$ cat config.mk
export PLATFORM = sky130hd
export DESIGN_NAME = fifo_control_unit_flat
export DESIGN_NICKNAME = d
export VERILOG_FILES = /design/src/rtl/uart_fifo_pkg.sv /design/src/rtl/fifo_control_unit_if.sv /design/src/rtl/fifo_control_unit.sv /design/src/flat_wrapper.sv
export SDC_FILE = /design/constraint.sdc
export NUM_CORES = 1
export LEC_CHECK = 0
export CAP_MARGIN = 20
export CORE_MARGIN = 5
export CORE_UTILIZATION = 35
export DETAILED_ROUTE_END_ITERATION = 10
export GPL_TIMING_DRIVEN = 0
export PLACE_DENSITY = 0.65
export SLEW_MARGIN = 10
export SYNTH_ARGS = -nofsm -noshare
export SYNTH_HDL_FRONTEND = slang
export SYNTH_SLANG_ARGS = --single-unit
$ cat constraint.sdc
create_clock -name clk -period 5.2 [get_ports clk]
set_input_delay 0.78 -clock clk [delete_from_list [all_inputs] [get_ports clk]]
set_output_delay 0.78 -clock clk [all_outputs]
set_load 0.1 [all_outputs]
$ cat src/rtl/uart_fifo_pkg.sv
// Shared constants for the UART FIFO slice (control unit, register_file, FIFO top).
package uart_fifo_pkg;

  localparam int FIFO_DEPTH  = 16;
  localparam int FIFO_ADDR_W = 4;

endpackage : uart_fifo_pkg

$ cat src/rtl/fifo_control_unit_if.sv
// Handshake and status bundle between the FIFO producer/consumer and the control unit.
interface fifo_control_unit_if
  import uart_fifo_pkg::*;
#(
  parameter int WIDTH = FIFO_ADDR_W
);

  logic             push;
  logic             pop;
  logic             wr_en;
  logic [WIDTH-1:0] w_ptr;
  logic [WIDTH-1:0] r_ptr;
  logic             full;
  logic             empty;
  logic [WIDTH:0]   count;
  logic             overflow;
  logic             underflow;

  modport master (
    output push, pop,
    input  wr_en, w_ptr, r_ptr, full, empty, count, overflow, underflow
  );

  modport slave (
    input  push, pop,
    output wr_en, w_ptr, r_ptr, full, empty, count, overflow, underflow
  );

endinterface : fifo_control_unit_if

$ cat src/rtl/fifo_control_unit.sv
// Pointer, occupancy and flag control for a DEPTH-entry FIFO with zero-latency reads.
module fifo_control_unit
  import uart_fifo_pkg::*;
#(
  parameter int DEPTH = FIFO_DEPTH,
  parameter int WIDTH = FIFO_ADDR_W
) (
  input logic                 clk,
  input logic                 rst_n,
  fifo_control_unit_if.slave  bus
);

  localparam int CNT_W = WIDTH + 1;

  logic [WIDTH-1:0] w_ptr_r;
  logic [WIDTH-1:0] r_ptr_r;
  logic [CNT_W-1:0] count_r;
  logic             full_r;
  logic             empty_r;
  logic             overflow_r;
  logic             underflow_r;

  logic             push_ok_s;
  logic             pop_ok_s;
  logic [CNT_W-1:0] count_nxt_s;

  // Accept qualification and next occupancy; a push into a full FIFO is legal only alongside a pop.
  always_comb begin
    push_ok_s   = bus.push & (~full_r | bus.pop) & rst_n;
    pop_ok_s    = bus.pop & ~empty_r;
    count_nxt_s = count_r;
    case ({push_ok_s, pop_ok_s})
      2'b10:   count_nxt_s = count_r + CNT_W'(1);
      2'b01:   count_nxt_s = count_r - CNT_W'(1);
      default: count_nxt_s = count_r;
    endcase
  end

  // Pointer, occupancy and flag registers; pointers wrap naturally since DEPTH == 2**WIDTH.
  always_ff @(posedge clk or negedge rst_n) begin
    if (!rst_n) begin
      w_ptr_r     <= '0;
      r_ptr_r     <= '0;
      count_r     <= '0;
      full_r      <= 1'b0;
      empty_r     <= 1'b1;
      overflow_r  <= 1'b0;
      underflow_r <= 1'b0;
    end else begin
      if (push_ok_s) begin
        w_ptr_r <= w_ptr_r + WIDTH'(1);
      end else begin
        w_ptr_r <= w_ptr_r;
      end
      if (pop_ok_s) begin
        r_ptr_r <= r_ptr_r + WIDTH'(1);
      end else begin
        r_ptr_r <= r_ptr_r;
      end
      count_r     <= count_nxt_s;
      full_r      <= (count_nxt_s == CNT_W'(DEPTH));
      empty_r     <= (count_nxt_s == CNT_W'(0));
      overflow_r  <= bus.push & ~bus.pop & full_r;
      underflow_r <= bus.pop & ~bus.push & empty_r;
    end
  end

  assign bus.wr_en     = push_ok_s;
  assign bus.w_ptr     = w_ptr_r;
  assign bus.r_ptr     = r_ptr_r;
  assign bus.count     = count_r;
  assign bus.full      = full_r;
  assign bus.empty     = empty_r;
  assign bus.overflow  = overflow_r;
  assign bus.underflow = underflow_r;

endmodule : fifo_control_unit

$ cat src/flat_wrapper.sv
// flat-port wrapper written by rule: the top's interface ports become plain ports
module fifo_control_unit_flat import uart_fifo_pkg::*;
#(
  parameter int DEPTH = FIFO_DEPTH,
  parameter int WIDTH = FIFO_ADDR_W
)
  (clk, rst_n, bus_push, bus_pop, bus_wr_en, bus_w_ptr, bus_r_ptr, bus_full, bus_empty, bus_count, bus_overflow, bus_underflow);
  fifo_control_unit_if #(.WIDTH(WIDTH)) bus_i ();
  input logic clk;
  input logic rst_n;
  input wire logic [$bits(bus_i.push)-1:0] bus_push;
  input wire logic [$bits(bus_i.pop)-1:0] bus_pop;
  output wire logic [$bits(bus_i.wr_en)-1:0] bus_wr_en;
  output wire logic [$bits(bus_i.w_ptr)-1:0] bus_w_ptr;
  output wire logic [$bits(bus_i.r_ptr)-1:0] bus_r_ptr;
  output wire logic [$bits(bus_i.full)-1:0] bus_full;
  output wire logic [$bits(bus_i.empty)-1:0] bus_empty;
  output wire logic [$bits(bus_i.count)-1:0] bus_count;
  output wire logic [$bits(bus_i.overflow)-1:0] bus_overflow;
  output wire logic [$bits(bus_i.underflow)-1:0] bus_underflow;
  assign bus_i.push = bus_push;
  assign bus_i.pop = bus_pop;
  assign bus_wr_en = bus_i.wr_en;
  assign bus_w_ptr = bus_i.w_ptr;
  assign bus_r_ptr = bus_i.r_ptr;
  assign bus_full = bus_i.full;
  assign bus_empty = bus_i.empty;
  assign bus_count = bus_i.count;
  assign bus_overflow = bus_i.overflow;
  assign bus_underflow = bus_i.underflow;
  fifo_control_unit #(.DEPTH(DEPTH), .WIDTH(WIDTH)) u_core (.clk(clk), .rst_n(rst_n), .bus(bus_i));
endmodule
==> results.sh <==
export IMPL_status="completed"
export IMPL_hold_viol_final=0
export IMPL_ctsHoldBuffers=0
export IMPL_n_fill_cell=238
export IMPL_io_pins=22
export IMPL_stdcell_count=135
export IMPL_yosysMostFrequentCell="dfrtp_1"
export IMPL_grt_pass1_vias=689
export IMPL_cp_required_ps=4420
export IMPL_clk_latency_ps=290
export IMPL_multi_input_area_um2=452.9
export IMPL_min_path_type="reg -> reg"
export IMPL_yosys_top_cells_count="dfrtp_1, xnor2_1, ha_1"
export IMPL_fin_skew_ps=0.9558
export IMPL_route_detailed_drc=0
export IMPL_portBuffers=21
export IMPL_dp_hpwl_um=1353
export IMPL_ys_ff_latch=17
export IMPL_cap_viol_max_count=0
export IMPL_grtUsageTotal_pct=11.06
export IMPL_final_layout_size_suffix_gt1_share_pct=15.24
export IMPL_setup_violations=0
export IMPL_syn_avg_cell_area_um2=11.56
export IMPL_async_flop_share_pct=100.0
export IMPL_cts_root_buffer="clkbuf_4"
export IMPL_cts_max_level=1
export IMPL_crit_fanout=18
export IMPL_vias=673
export IMPL_fin_area_um2=1200
export IMPL_dieArea_um2=3770
export IMPL_clockBufferDepth=2
export IMPL_placed_area_um2=1172
export IMPL_worstPathArrival_ps=3490
export IMPL_synth_top_cell_area_share_pct=43.30
export IMPL_crit_type="in -> out"
export IMPL_syn_nets=89
export IMPL_synth_warnings=0
export IMPL_period_share_pct=82.05
export IMPL_slew_viol_final=0
export IMPL_drt_iter0_markers=8
export IMPL_dp_cells=131
export IMPL_setup_tns_ps=0
export IMPL_maxSlewHeadroom_pct=34.27
export IMPL_end_kind="output port"
export IMPL_start_util_pct=36.99
export IMPL_syn_cell_area_um2=924.6
export IMPL_cp_start_kind="primary input"
export IMPL_synth_edff_count=0
export IMPL_cts_num_sinks=17
export IMPL_ys_types=36
export IMPL_gp_congestion=0.7693
export IMPL_first_pass_iters=4
export IMPL_place_ws_ps=839.4
export IMPL_period_minus_slack_ps=4267
export IMPL_nNetsFinal=115
export IMPL_max_freq_mhz=234.4
export IMPL_n_antenna_cell=0
export IMPL_wl_per_cell_um=13.39
export IMPL_post_cts_buffers=0
export IMPL_grt_pass1_wl_um=3077
export IMPL_tightest_slew_ps=982.9
export IMPL_seq_area_um2=426.7
export IMPL_cts_tree="done"
export IMPL_timing_final_ws_setup_ps=933.2
export IMPL_num_rows=18
export IMPL_syn_inst=80
export IMPL_yosys_top_cells_area="dfrtp_1, ha_1, xnor2_1, xor2_1, dfstp_2"
export IMPL_die_w_um=61.40
export IMPL_cts_resized=0
export IMPL_viasPerCell=4.985
export IMPL_drt_wl_total_um=1808
export IMPL_synthFlopType="dfrtp_1"
export IMPL_synth_top_area_cell="dfrtp_1"
export IMPL_die_h_um=61.40
export IMPL_cts_made_buffers=3
export IMPL_seq_area_frac_synth_pct=46.14
export IMPL_antenna_found_initial=0
export IMPL_rsz0062_at_grt="no"
export IMPL_fp_coreArea_um2=2500
export IMPL_drtAntennaViolNets=0
export IMPL_grt_overflow_total=0
export IMPL_clkTransAtPathRegs_ps=100
export IMPL_area_growth_pct=29.77
export IMPL_grt_max_degree=19
[sequential cells by signal, indices dropped and copies added, names as in the netlist]
register              flops
u_core.bus.empty          1
u_core.bus.full           1
u_core.bus.underflow      1
u_core.bus.overflow       1
u_core.bus.w_ptr          4
u_core.bus.r_ptr          4
u_core.bus.count          5
[cell type report]
class	count	share of cell area [%]
clock inverters	1	0.4171
flip-flops and latches	17	35.56
repair buffers	21	17.52
clock buffers	3	1.877
inverters	2	0.6257
well taps	30	3.128
multi-input cells	56	37.75
plain buffers	5	3.128
[logic make-up (layout without fill, tap and decap cells)]
group,after synthesis,after routing,synth area share [%]
AOI/OAI and AO/OA,11,11,10.55
xor gates and xnor gates,11,11,11.23
adders and majority gates,5,5,6.766
buffers and inverters,7,32,4.872
DFF,17,17,46.14
muxes,3,3,3.653
and+or+nand+nor,26,26,16.78
[worst paths after layout]
kind                                startpoint             endpoint  slack [ps]  cells past startpoint
min                        u_core.bus.r_ptr[3]  u_core.bus.r_ptr[3]         480                      1
min reg2reg                u_core.bus.r_ptr[3]  u_core.bus.r_ptr[3]         480                      1
max reg2reg                    u_core.bus.full     u_core.bus.empty        2450                     13
min in group asynchronous                rst_n  u_core.bus.w_ptr[2]         930                      1
max in group asynchronous                rst_n  u_core.bus.r_ptr[2]        3780                      1
max                                      rst_n            bus_wr_en         930                      4
[metal layers]
metal	GRT usage [%]	routed length, um	vias up
met5	0	0	-
met4	1.818	0	0
met3	4.822	167	0
met2	18.28	831	21
met1	13.66	809	323
li1	-	-	329
[metrics by stage]
| stage | util, % | hold WS (ps) |
|---|---|---|
| 2_1_floorplan | - | 484.4 |
| 3_3_place_gp | 46.90 | 459.9 |
| 3_5_place_dp | 46.90 | 473.0 |
| 4_1_cts | 48.00 | 487.9 |
| 5_1_grt | 48.00 | 501.1 |
| 6_report | 48.00 | 483.5 |
[cells in the final DEF, fill, tap and decap left out, types with 2 or more instances in the layout]
cell	instances
nor3_1	2
inv_1	2
nand2_1	4
xnor2_1	6
dfrtp_1	16
nor2_1	4
mux2_2	2
buf_6	2
nand4_1	2
and3_1	2
nand2b_1	2
nor2b_1	4
ha_1	5
clkbuf_4	3
clkdlybuf4s50_1	21
xor2_1	4
clkbuf_1	2
[critical path, stage by stage]
cell and delay, ps:
clkdlybuf4s50_1 980, and3_1 260, clkbuf_1 260, clkdlybuf4s50_1 1200
Power is not shown: default switching activity piles up to over one toggle a cycle in this logic, so the estimate is an artifact.
